--- config.mk ---
export PLATFORM = sky130hd
export DESIGN_NAME = tinyalu_param_flat
export DESIGN_NICKNAME = d
export VERILOG_FILES = /design/src/rtl/tinyalu_param_if.sv /design/src/rtl/tinyalu_param.sv /design/src/flat_wrapper.sv
export SDC_FILE = /design/constraint.sdc
export NUM_CORES = 1
export LEC_CHECK = 0
export ABC_AREA = 1
export CAP_MARGIN = 20
export CORE_MARGIN = 4
export CORE_UTILIZATION = 45
export DETAILED_ROUTE_END_ITERATION = 7
export PLACE_DENSITY = 0.77
export SYNTH_ARGS = -nofsm -noshare
export SYNTH_HDL_FRONTEND = slang
export SYNTH_SLANG_ARGS = --single-unit
--- constraint.sdc ---
create_clock -name clk -period 1.85 [get_ports clk]
set_input_delay 0.185 -clock clk [delete_from_list [all_inputs] [get_ports clk]]
set_output_delay 0.185 -clock clk [all_outputs]
set_load 0.01 [all_outputs]
--- src/rtl/tinyalu_param_if.sv ---
// ---------------------------------------------------------------------------
// tinyalu_param_if
// Command/response bundle for the parametrised TinyALU core.
//
// Signals:
//   start   master -> slave  level command request, held until done is seen
//   op      master -> slave  3-bit opcode
//   A, B    master -> slave  DATA_W-bit unsigned operands
//   done    slave  -> master one-cycle pulse, result/err valid
//   busy    slave  -> master high while a multiply iterates
//   err     slave  -> master illegal-op flag, valid with done
//   result  slave  -> master 2*DATA_W-bit result, held until next completion
//
// Handshake: the master raises start with op/A/B stable and keeps it high
// until it sees done. The slave captures once per start assertion; after a
// completion it ignores start until start has been seen low at one posedge.
// ---------------------------------------------------------------------------
interface tinyalu_param_if #(
    parameter int DATA_W = 8
);
    logic                  start;
    logic [2:0]            op;
    logic [DATA_W-1:0]     A;
    logic [DATA_W-1:0]     B;
    logic                  done;
    logic                  busy;
    logic                  err;
    logic [2*DATA_W-1:0]   result;

    modport master (
        output start, op, A, B,
        input  done, busy, err, result
    );

    modport slave (
        input  start, op, A, B,
        output done, busy, err, result
    );
endinterface

--- src/rtl/tinyalu_param.sv ---
// ---------------------------------------------------------------------------
// tinyalu_param
// Parametrised TinyALU: add/and/xor in one cycle, multiply by iterative
// LSB-first shift-add over DATA_W cycles, illegal opcodes flagged via err.
//
// Ports:
//   clk      clock, all state changes on posedge
//   reset_n  asynchronous active-low reset
//   bus      tinyalu_param_if slave modport (start/op/A/B in,
//            done/busy/err/result out)
//   state_o  debug view of the control FSM (0 IDLE, 1 MUL, 2 HOLD)
// ---------------------------------------------------------------------------
module tinyalu_param #(
    parameter int DATA_W = 8
) (
    input  logic                  clk,
    input  logic                  reset_n,
    tinyalu_param_if.slave        bus,
    output logic [1:0]            state_o
);

    localparam int MUL_ITER_W = $clog2(DATA_W + 1);
    localparam int RES_W      = 2 * DATA_W;

    localparam logic [2:0] OP_NOP = 3'b000;
    localparam logic [2:0] OP_ADD = 3'b001;
    localparam logic [2:0] OP_AND = 3'b010;
    localparam logic [2:0] OP_XOR = 3'b011;
    localparam logic [2:0] OP_MUL = 3'b100;

    typedef enum logic [1:0] {
        S_IDLE = 2'd0,
        S_MUL  = 2'd1,
        S_HOLD = 2'd2
    } state_t;

    state_t                 state_q;
    logic                   armed_q;
    logic                   done_q;
    logic                   busy_q;
    logic                   err_q;
    logic [RES_W-1:0]       result_q;
    logic [RES_W-1:0]       acc_q;
    logic [RES_W-1:0]       mcand_q;   // A, shifted left one place per step
    logic [DATA_W-1:0]      mplier_q;  // B, shifted right one place per step
    logic [MUL_ITER_W-1:0]  cnt_q;

    logic [RES_W-1:0]       acc_d;
    logic                   last_step;

    // One shift-add step: add the current multiplicand if the current
    // multiplier LSB is set. The accumulator is wide enough that it never
    // overflows.
    always_comb begin
        acc_d     = acc_q;
        last_step = (cnt_q == MUL_ITER_W'(DATA_W - 1));
        if (mplier_q[0]) begin
            acc_d = acc_q + mcand_q;
        end
    end

    always_ff @(posedge clk or negedge reset_n) begin
        if (!reset_n) begin
            state_q  <= S_IDLE;
            armed_q  <= 1'b1;
            done_q   <= 1'b0;
            busy_q   <= 1'b0;
            err_q    <= 1'b0;
            result_q <= '0;
            acc_q    <= '0;
            mcand_q  <= '0;
            mplier_q <= '0;
            cnt_q    <= '0;
        end else begin
            // done is a single-cycle pulse; every path that completes sets it
            // again explicitly.
            done_q <= 1'b0;
            case (state_q)
                S_IDLE: begin
                    if (bus.start && armed_q) begin
                        armed_q <= 1'b0;
                        state_q <= S_HOLD;
                        case (bus.op)
                            OP_NOP: begin
                                // no completion, result and err untouched
                            end
                            OP_ADD: begin
                                result_q <= RES_W'(bus.A) + RES_W'(bus.B);
                                err_q    <= 1'b0;
                                done_q   <= 1'b1;
                            end
                            OP_AND: begin
                                result_q <= RES_W'(bus.A & bus.B);
                                err_q    <= 1'b0;
                                done_q   <= 1'b1;
                            end
                            OP_XOR: begin
                                result_q <= RES_W'(bus.A ^ bus.B);
                                err_q    <= 1'b0;
                                done_q   <= 1'b1;
                            end
                            OP_MUL: begin
                                busy_q   <= 1'b1;
                                acc_q    <= '0;
                                cnt_q    <= '0;
                                mcand_q  <= RES_W'(bus.A);
                                mplier_q <= bus.B;
                                state_q  <= S_MUL;
                            end
                            default: begin
                                result_q <= '0;
                                err_q    <= 1'b1;
                                done_q   <= 1'b1;
                            end
                        endcase
                    end
                end

                S_MUL: begin
                    // Inputs are ignored here; operands were latched at capture.
                    acc_q    <= acc_d;
                    mcand_q  <= mcand_q << 1;
                    mplier_q <= mplier_q >> 1;
                    cnt_q    <= cnt_q + 1'b1;
                    if (last_step) begin
                        result_q <= acc_d;
                        done_q   <= 1'b1;
                        busy_q   <= 1'b0;
                        err_q    <= 1'b0;
                        state_q  <= S_HOLD;
                    end
                end

                S_HOLD: begin
                    // Re-arm only once start has been seen low, so a master
                    // holding start through done cannot issue twice.
                    if (!bus.start) begin
                        armed_q <= 1'b1;
                        state_q <= S_IDLE;
                    end
                end

                default: begin
                    state_q <= S_IDLE;
                end
            endcase
        end
    end

    assign bus.done   = done_q;
    assign bus.busy   = busy_q;
    assign bus.err    = err_q;
    assign bus.result = result_q;
    assign state_o    = state_q;

endmodule
--- src/flat_wrapper.sv ---
// flat-port wrapper written by rule: the top's interface ports become plain ports
module tinyalu_param_flat 
#(
    parameter int DATA_W = 8
)
  (clk, reset_n, state_o, bus_start, bus_op, bus_A, bus_B, bus_done, bus_busy, bus_err, bus_result);
  tinyalu_param_if #(.DATA_W(DATA_W)) bus_i ();
  input  logic clk;
  input  logic reset_n;
  output logic [1:0] state_o;
  input wire logic [$bits(bus_i.start)-1:0] bus_start;
  input wire logic [$bits(bus_i.op)-1:0] bus_op;
  input wire logic [$bits(bus_i.A)-1:0] bus_A;
  input wire logic [$bits(bus_i.B)-1:0] bus_B;
  output wire logic [$bits(bus_i.done)-1:0] bus_done;
  output wire logic [$bits(bus_i.busy)-1:0] bus_busy;
  output wire logic [$bits(bus_i.err)-1:0] bus_err;
  output wire logic [$bits(bus_i.result)-1:0] bus_result;
  assign bus_i.start = bus_start;
  assign bus_i.op = bus_op;
  assign bus_i.A = bus_A;
  assign bus_i.B = bus_B;
  assign bus_done = bus_i.done;
  assign bus_busy = bus_i.busy;
  assign bus_err = bus_i.err;
  assign bus_result = bus_i.result;
  tinyalu_param #(.DATA_W(DATA_W)) u_core (.clk(clk), .reset_n(reset_n), .bus(bus_i), .state_o(state_o));
endmodule
Yosys cells after proc, flatten, opt, wreduce, memory -nomap -nowiden --
Cells that the tools add are included.
Storage, ports and cells: flip-flop bits (word level) 66, bits in latches 0, RAM bits 0, bits in read-only memories 0, input bits 22, output and inout port bits 21, logic and storage cells 75, memories kept 0
Operators by class: add/subtract/negate cells 3, multiply operators 0, div/mod/pow operators 0, $lt $le $gt $ge 0, equal/unequal tests 12, shifts and indexed selects 0, mux-type cells 36, bitwise gates (word level) 2, reduce and logical (&&, ||, !) cells 12
Operators with widths (count):
- $mux 16 | 7
- $pmux 16 s2 | 3
- $pmux 16 s4 | 1
- $add 16x16->16 | 1
- $mux 8 | 2
- $pmux 8 s2 | 1
- $pmux 1 s2 | 5
- $add 8x8->9 | 1
- $mux 1 | 9
- $reduce_and 3->1 | 3
- $and 8x8->8 | 1
- $mux 2 | 4
- $mux 4 | 2
- $pmux 4 s2 | 1
- $reduce_and 4->1 | 2
- $xor 8x8->8 | 1
- $eq 3x2->1 const B | 2
- $ne 2x2->1 const B | 3
- $pmux 2 s3 | 1
- $add 4x1->4 const B | 1
- $eq 4x3->1 const B | 1
- $ne 2x1->1 const B | 2
- $reduce_bool 2->1 | 2
- $eq 3x1->1 const B | 1
- 8 further kinds | 8

Depth between registers and ports, before layout --
Gate-level depths: netlist of the first run.
depth in word-level cells 5, mapped depth 12, mapped depth without buffers 12

Worst setup path after synthesis of the first run --
No wires, ideal clock.
path type reg-to-reg, start point register u_core.mcand_q[0], end point register u_core.acc_q[10], arrival time 1626 ps, path slack 98 ps, cell stages (with the launch flop) 13, clock period less this slack 1752 ps, cell sequence dfrtp_1 > ha_1 > fa_1 > nand2_1 > nand2_1 > nand3b_1 > nand2_1 > nand2_1 > nand2_1 > nand2_1 > nand3_1 > nand2_1 > o21ai_0
Between the ends: cells in the longest elaborated chain, start to end 3
RTL lines:
- start: declaration | line tinyalu_param.sv:44 | logic [RES_W-1:0] mcand_q;
- start signal: assignment | line tinyalu_param.sv:106 | mcand_q <= RES_W'(bus.A);
- start signal: assignment | line tinyalu_param.sv:122 | mcand_q <= mcand_q << 1;
- $add 16x16->16 | line tinyalu_param.sv:58 | acc_d = acc_q + mcand_q;
- $mux 16 | line tinyalu_param.sv:57 | if (mplier_q[0]) begin
- $pmux 16 s2 | line tinyalu_param.sv:78 | case (state_q)
- end signal: assignment | line tinyalu_param.sv:70 | acc_q <= '0;
- end signal: assignment | line tinyalu_param.sv:104 | acc_q <= '0;
- end signal: assignment | line tinyalu_param.sv:121 | acc_q <= acc_d;
- end: declaration | line tinyalu_param.sv:43 | logic [RES_W-1:0] acc_q;
Every way passes these cells. A chain may end at the register's enable or synchronous reset.

Worst setup path after layout of the first run --
start point register u_core.mcand_q[0], end point register u_core.result_q[10] (netlist: u_core.bus.result[10])
Between the ends: cells in the longest elaborated chain, start to end 4
RTL lines:
- $add 16x16->16 | line tinyalu_param.sv:58
- $mux 16 | line tinyalu_param.sv:57
- $mux 16 | line tinyalu_param.sv:125 | if (last_step) begin
- $pmux 16 s2 | line tinyalu_param.sv:78
- end signal: assignment | line tinyalu_param.sv:88 | result_q <= RES_W'(bus.A) + RES_W'(bus.B);
- end signal: assignment | line tinyalu_param.sv:93 | result_q <= RES_W'(bus.A & bus.B);
- end signal: assignment | line tinyalu_param.sv:98 | result_q <= RES_W'(bus.A ^ bus.B);
- end: declaration | line tinyalu_param.sv:42 | logic [RES_W-1:0] result_q;
Every way passes these cells. The select of a mux whose other input is x is not followed.

==> flow_summary_export.csv, run 1 <==
group,metric,value,unit
pwr,intPower,4933,uW
run,drv_cap,0,
drt,drt_first_iter_violations,195,
finish,areaGrowthSynthToFinish,27.37,%
yosys,ys_ff_latch,66,
die,initial_core_util,46.69,%
setup_path,crit_family,"simple AND/OR/NAND/NOR gates",
global_route,antenna_found_initial,0,
clock_tree,clk_latency,360,ps
pwr,ir_drop,0.8308,mV
clock_tree,root_buffer,"clkbuf_8",
sta,final-setup-viol-count,4,
sta,finalCritPeriodShare,102.9,%
sta,tightest_slew,618.3,ps
die,die_area,11360,um^2
global_route,track_usage,20.85,%
finish,n_antenna_cell,0,
pwr,combPwrFrac,54.9,%
drt,drtAntennaViolNets,0,
setup_path,path_max_fanout,3,
drt,via_per_inst,5.246,
finish,layout.cells.most_common,"nand2_1",
pwr,pwr-share-seq,29.5,%
sta,maxSlewHeadroom,58.78,%
finish,post-route-util,59.47,%
die,fp.dieW,106.6,um
drt,drc,0,
sta,drv_slew,0,
sta,hold_viol_final,0,
worst_hold_path,hp-class,"input port to asynchronous set/reset pin",
pwr,p_clk_share,15.5,%
sta,finalWorstSetupSlack,-54.13,ps
pwr,p_leak,0.002760,uW
pwr,power,8807,uW
sta,fmax,525.2,MHz
placed_design,portBuffers,42,
clock_tree,clkTransAtPathRegs,70,ps
clock_tree,cts-htree-levels,3,
yosys,synth.avg_cell_area,7.138,um^2
sta,fin_skew,9.373,ps
setup_path,worstSetupEndpointType,"register",
outcome,violations,"negative setup slack",
yosys,synthCells,613,
die,core,9371,um^2
placed_design,place.detailed.hpwl,8462,um
finish,mostFrequentLayoutCells,"nand2_1, inv_1, dfrtp_1",
drt,wl,11530,um
sta,fin_crit,1904,ps
drt,detail_route.wl_per_cell,14.05,um
setup_path,crit_type,"register to register",
drt,drtPass1Iterations,5,
clock_tree,cts_tree,"done",
die,ios,43,
setup_path,cp_slowest_stage_delay,400,ps
setup_path,cp_cell_sequence,"ha_2 > fa_2 > nand2_2 > nand2_2 > nand3b_1 > nand2_2 > nand2_2 > nand2_1 > nand2_1 > nand3_2 > nand3_1 > nand2_1",
clock_tree,numCtsBuffers,9,
setup_path,cp.required,2100,ps
setup_path,crit_arrival,2150,ps
setup_path,worstSetupStartpointType,"register",
clock_tree,cts.path.max_buffers,2,
finish,fill_cells,867,
sta,grt_setup_unrepaired,"true",
die,die_y,106.6,um
outcome,status,"finished with violations",
global_route,grt-ovfl-total,0,
global_route,grt_pass1_wl,19200,um
placed_design,place_congestion,0.8964,
setup_path,crit_path_frequent_cell,"nand2_2",
yosys,synth_nets,661,
finish,finalNetCount,735,
global_route,grt_pass1_vias,4314,
drt,vias,4307,
pwr,switching_share,43.99,%
finish,drive_above_1_share,14.45,%
yosys,synth_edf_count,0,
placed_design,place_inst,799,
finish,final_cells,821,
yosys,ys_seq_area_share,37.78,%
global_route,grt_max_degree,36,
pwr,power_switching,3874,uW
yosys,syn-cell-area,4375,um^2
yosys,ys_types,40,
yosys,synthFlopType,"dfrtp_1",
yosys,yosys_warnings,0,
clock_tree,cts_sinks,66,
setup_path,cpMaxStageDelayCell,"dfrtp_1",
pwr,powerDensity,1580,nW/um^2
die,placementRows,35,
setup_path,crit_buf_inv,0,
yosys,ys_async_sr_fraction,100.0,%
==> flip-flops by register name, summed over array words and instances, names as in the netlist <==
register and count:
u_core.acc_q 16, u_core.bus.result 16, u_core.mcand_q 16, u_core.mplier_q 8, u_core.cnt_q 4, u_core.state_o 2
u_core.armed_q 1, u_core.bus.busy 1, u_core.bus.done 1, u_core.bus.err 1
==> power by group through the flow <==
stage          logic [uW]  clock network, uW  registers [uW]
2_1_floorplan        2880                  0            2540
3_3_place_gp         4180                  0            2520
3_5_place_dp         4330                  0            2550
4_1_cts              4450               1400            2530
5_1_grt              5430               1460            2680
6_report             4840               1370            2600
==> metrics by stage <==
stage               area [um^2]  setup WS (ps)  TNS [ps]  hold slack (ps)
detailed placement         5129         -187.3     -1553            235.8
global placement           5129         -131.6    -800.1            235.0
finish                     5573         -54.13    -134.4            389.7
floorplan                  4375          97.98         0           -110.6
CTS                        5403         -4.674    -4.674            394.0
global route               5573         -151.7     -1105            437.7
==> what timing repair did <==
action	CTS	global route
pin swaps	3	3
gates resized for setup	8	27
endpoints found under the setup margin	8	23
hold endpoints to repair	22	0
setup buffers	3	2
hold buffers	1	0
==> kinds of logic (layout without fill, tap and decap cells) <==
family | Yosys count | after routing | synth area share, %
AND/OR/NAND/NOR | 282 | 282 | 27.42
buffers and inverters | 120 | 199 | 11.15
AO/OA/AOI/OAI | 118 | 118 | 15.67
flip-flops | 66 | 66 | 37.78
adder cells (fa/ha/maj) | 26 | 26 | 7.778
XOR/XNOR | 1 | 1 | 0.2002
==> metal layers <==
metal,global-route usage (%),part of all wire (%),wire (um)
met2,36.33,50,5764
met4,8.676,2.6,298
met3,4.515,5.3,611
met1,24.85,42,4857
met5,0,0,0
==> worst paths after layout <==
| path | slack (ps) | startpoint | to | cells after the start |
|---|---|---|---|---|
| max in group asynchronous | 850 | reset_n | u_core.armed_q$_DFFE_PN1P_ | 3 |
| setup / recovery | -50 | u_core.mcand_q[0]$_DFFE_PN0P_ | u_core.bus.result[10]$_DFFE_PN0P_ | 12 |
| min in group clk | 440 | bus_start | u_core.armed_q$_DFFE_PN1P_ | 2 |
| hold reg to reg | 480 | u_core.bus.result[14]$_DFFE_PN0P_ | u_core.bus.result[14]$_DFFE_PN0P_ | 2 |
| setup reg to reg | -50 | u_core.mcand_q[0]$_DFFE_PN0P_ | u_core.bus.result[10]$_DFFE_PN0P_ | 12 |
| hold / removal | 390 | reset_n | u_core.mcand_q[10]$_DFFE_PN0P_ | 2 |
==> cells in the mapped netlist (5+ instances only) <==
master / n / share of area (%)
o22ai_1: 8 / 1.1
nand2_1: 176 / 15
o211ai_1: 16 / 2.7
buf_2: 6 / 0.69
ha_1: 24 / 6.9
a21oi_1: 39 / 4.5
clkbuf_1: 5 / 0.43
nand3_1: 48 / 5.5
inv_1: 100 / 8.6
o21ai_0: 34 / 3.9
dfrtp_1: 65 / 37
a22oi_1: 5 / 0.86
nor2_1: 35 / 3.0
o21ai_1: 8 / 0.92
==> area by class of cell <==
class | instances | area, um^2 | area share (%)
timing repair buffer | 80 | 740.7 | 13.29
sequential | 66 | 1654 | 29.68
clock inverter | 5 | 77.57 | 1.392
multi-input combinational | 427 | 2411 | 43.26
inverter | 103 | 386.6 | 6.938
clock buffer | 11 | 141.4 | 2.537
tap | 129 | 161.4 | 2.896
Power figures use the tool's default switching activity.
==> inputs of run 2 (changes only) <==
Settings changed: CTS_CLUSTER_SIZE from default to 25.
==> results of run 2 <==
No change in the layout: final DEF, timing and power equal those of run 1.
==> inputs of run 3 (changes only) <==
Settings changed: CORE_UTILIZATION 45 to 52, PLACE_DENSITY 0.77 to 0.86.
Clock period 1.85 ns to 1.65 ns, I/O delays scaled along.
==> run 3 against run 2 <==
Effect of this change: the flow still finishes with violations (negative setup slack); hold slack got worse by 34 ps; power rose by 29%; critical path depth did not move; core utilization rose by 14 points.
==> flow_summary_export.csv, run 3 (synthesis gave the netlist of run 1 again) <==
group,metric,value,unit
outcome,status,"finished with violations",
outcome,violations,"negative setup slack",
global_route,grt_pass1_wl,20580,um
drt,drtAntennaViolNets,0,
setup_path,critPathLaunch,"u_core.acc_q[0]$_DFFE_PN0P_",
drt,wl,13100,um
sta,whs,355.5,ps
finish,drive_above_1_share,22.41,%
sta,finalSetupTns,-3088,ps
setup_path,crit_arrival,2160,ps
drt,drtPass1Iterations,5,
setup_path,r2r_start,"u_core.acc_q[0]$_DFFE_PN0P_",
sta,fin_skew,13.25,ps
placed_design,place.detailed.hpwl,8796,um
global_route,met1_usage,28.30,%
setup_path,worstSetupStartpointType,"register",
clock_tree,root_buffer,"clkbuf_8",
finish,finalNetCount,766,
clock_tree,numCtsBuffers,9,
sta,tightest_slew,613.0,ps
sta,hold_viol_final,0,
clock_tree,cts.path.max_buffers,2,
global_route,globalRouteMet2Util,47.77,%
sta,drv_slew,0,
clock_tree,cts_tree,"done",
finish,layout.cells.most_common,"nand2_1",
clock_tree,clkTransAtPathRegs,80,ps
pwr,p_leak,0.002950,uW
drt,via_per_inst,5.598,
clock_tree,cts_sinks,66,
drt,drt_first_iter_violations,246,
die,initial_core_util,53.25,%
die,placementRows,33,
pwr,ir_drop,0.7463,mV
setup_path,path_max_fanout,3,
setup_path,r2r-end,"u_core.bus.result[14]$_DFFE_PN0P_",
global_route,use_met3,5.259,%
drt,detail_route.wl_per_cell,15.82,um
clock_tree,cts-htree-levels,3,
global_route,grt_busiest_layer,"met2",
sta,fin_crit,1921,ps
drt,drc,0,
setup_path,reg2reg_setup_slack,-270,ps
sta,finalCritPeriodShare,116.4,%
global_route,grt-ovfl-total,0,
die,fp.dieW,99.73,um
setup_path,crit_type,"register to register",
sta,grt_setup_unrepaired,"true",
global_route,antenna_found_initial,0,
finish,multi_input_area,2577,um^2
drt,vias,4635,
placed_design,place_congestion,0.9391,
die,ios,43,
finish,mostFrequentLayoutCells,"nand2_1, inv_1, dfrtp_1",
die,die_area,9946,um^2
die,die_y,99.73,um
finish,ff_latch_area,1654,um^2
run,drv_cap,0,
finish,fill_cells,583,
placed_design,portBuffers,42,
sta,final-setup-viol-count,27,
global_route,track_usage,25.76,%
finish,n_antenna_cell,0,
worst_hold_path,hp-class,"input port to asynchronous set/reset pin",
pwr,powerDensity,1884,nW/um^2
clock_tree,clk_latency,350,ps
finish,areaGrowthSynthToFinish,37.40,%
setup_path,cp.required,1890,ps
setup_path,worstSetupEndpointType,"register",
sta,finalWorstSetupSlack,-270.8,ps
setup_path,rr_worst_depth,12,
global_route,grt_max_degree,50,
setup_path,crit_end,"u_core.bus.result[14]$_DFFE_PN0P_",
global_route,grt_pass1_vias,4688,
sta,fmax,520.6,MHz
sta,maxSlewHeadroom,59.13,%
die,core,8217,um^2
==> run 3: cell count changes in the layout (fill, tap and decap cells not counted), moves of 3 or more <==
cell,change
buf_4,+27
nand2_1,-12
a21oi_1,-7
nand2_2,+7
a21oi_2,+6
nand2_4,+5
ha_1,-4
nand3_2,-3
nor2_1,-3
o21ai_0,-3
o21ai_1,+3
==> run 3: power breakdown <==
group | switching, uW | internal (uW) | total, uW
logic | 3710 | 2940 | 6650
registers | 600 | 2360 | 2960
clock network | 659 | 1050 | 1710
total | 4970 | 6360 | 11300
==> run 3: cell type report <==
cell class	count	share of cell area (%)
clock inverters	4	1.644
well taps	105	2.185
multi-input cells	427	42.87
repair buffers	111	16.90
clock buffers	12	2.414
inverters	103	6.472
flip-flops and latches	66	27.51
==> run 3: how the worst min path moves through the flow <==
| stage | slack, ps | from | cells past startpoint | endpoint |
|---|---|---|---|---|
| global route | 380 | reset_n | 2 | u_core.state_o[1]$_DFFE_PN0P_ |
| floorplan | -130 | reset_n | 0 | u_core.acc_q[0]$_DFFE_PN0P_ |
| CTS | 360 | reset_n | 2 | u_core.state_o[0]$_DFFE_PN0P_ |
| global placement | 200 | reset_n | 1 | u_core.acc_q[10]$_DFFE_PN0P_ |
| finish | 360 | reset_n | 2 | u_core.mcand_q[10]$_DFFE_PN0P_ |
| detailed placement | 200 | reset_n | 1 | u_core.acc_q[10]$_DFFE_PN0P_ |
==> run 3: timing repair <==
item	4_1_cts	5_1_grt
setup buffers	3	8
hold buffers	1	0
gates cloned	0	2
hold endpoints to repair	18	0
resized for setup	46	33
pin swaps	14	6
setup endpoints to repair	26	48
==> run 3: worst max-delay path: stages (launching register included) <==
cell and delay [ps]:
dfrtp_1 400, ha_2 210, fa_2 360, nand2_2 100, nand2_4 70, nand3b_1 130, nand2_2 100, nand2_2 110
nand2_2 70, nand2_2 80, nand3_2 70, nand3_1 80, nand2_1 50
==> run 3: metrics by stage <==
stage	std cells	power [uW]	utilization (%)	setup slack, ps	cell area (um^2)
5_1_grt	828	12110	73.17	-379.4	6012
2_1_floorplan	613	6089	-	-30.03	4380
3_5_place_dp	798	8145	64.22	-414.1	5276
6_report	828	11320	73.17	-270.8	6012
3_3_place_gp	798	7895	64.22	-314.7	5276
4_1_cts	818	10580	70.41	-198.6	5786
==> run 3: per-layer routing <==
layer  vias to the layer above  routed length [um]  part of all wire [%]
met2                       185                6844                    52
met1                      2207                4949                    38
met4                         0                 437                   3.3
li1                       2199                   -                     -
met3                        44                 865                   6.6
met5                         -                   0                     0
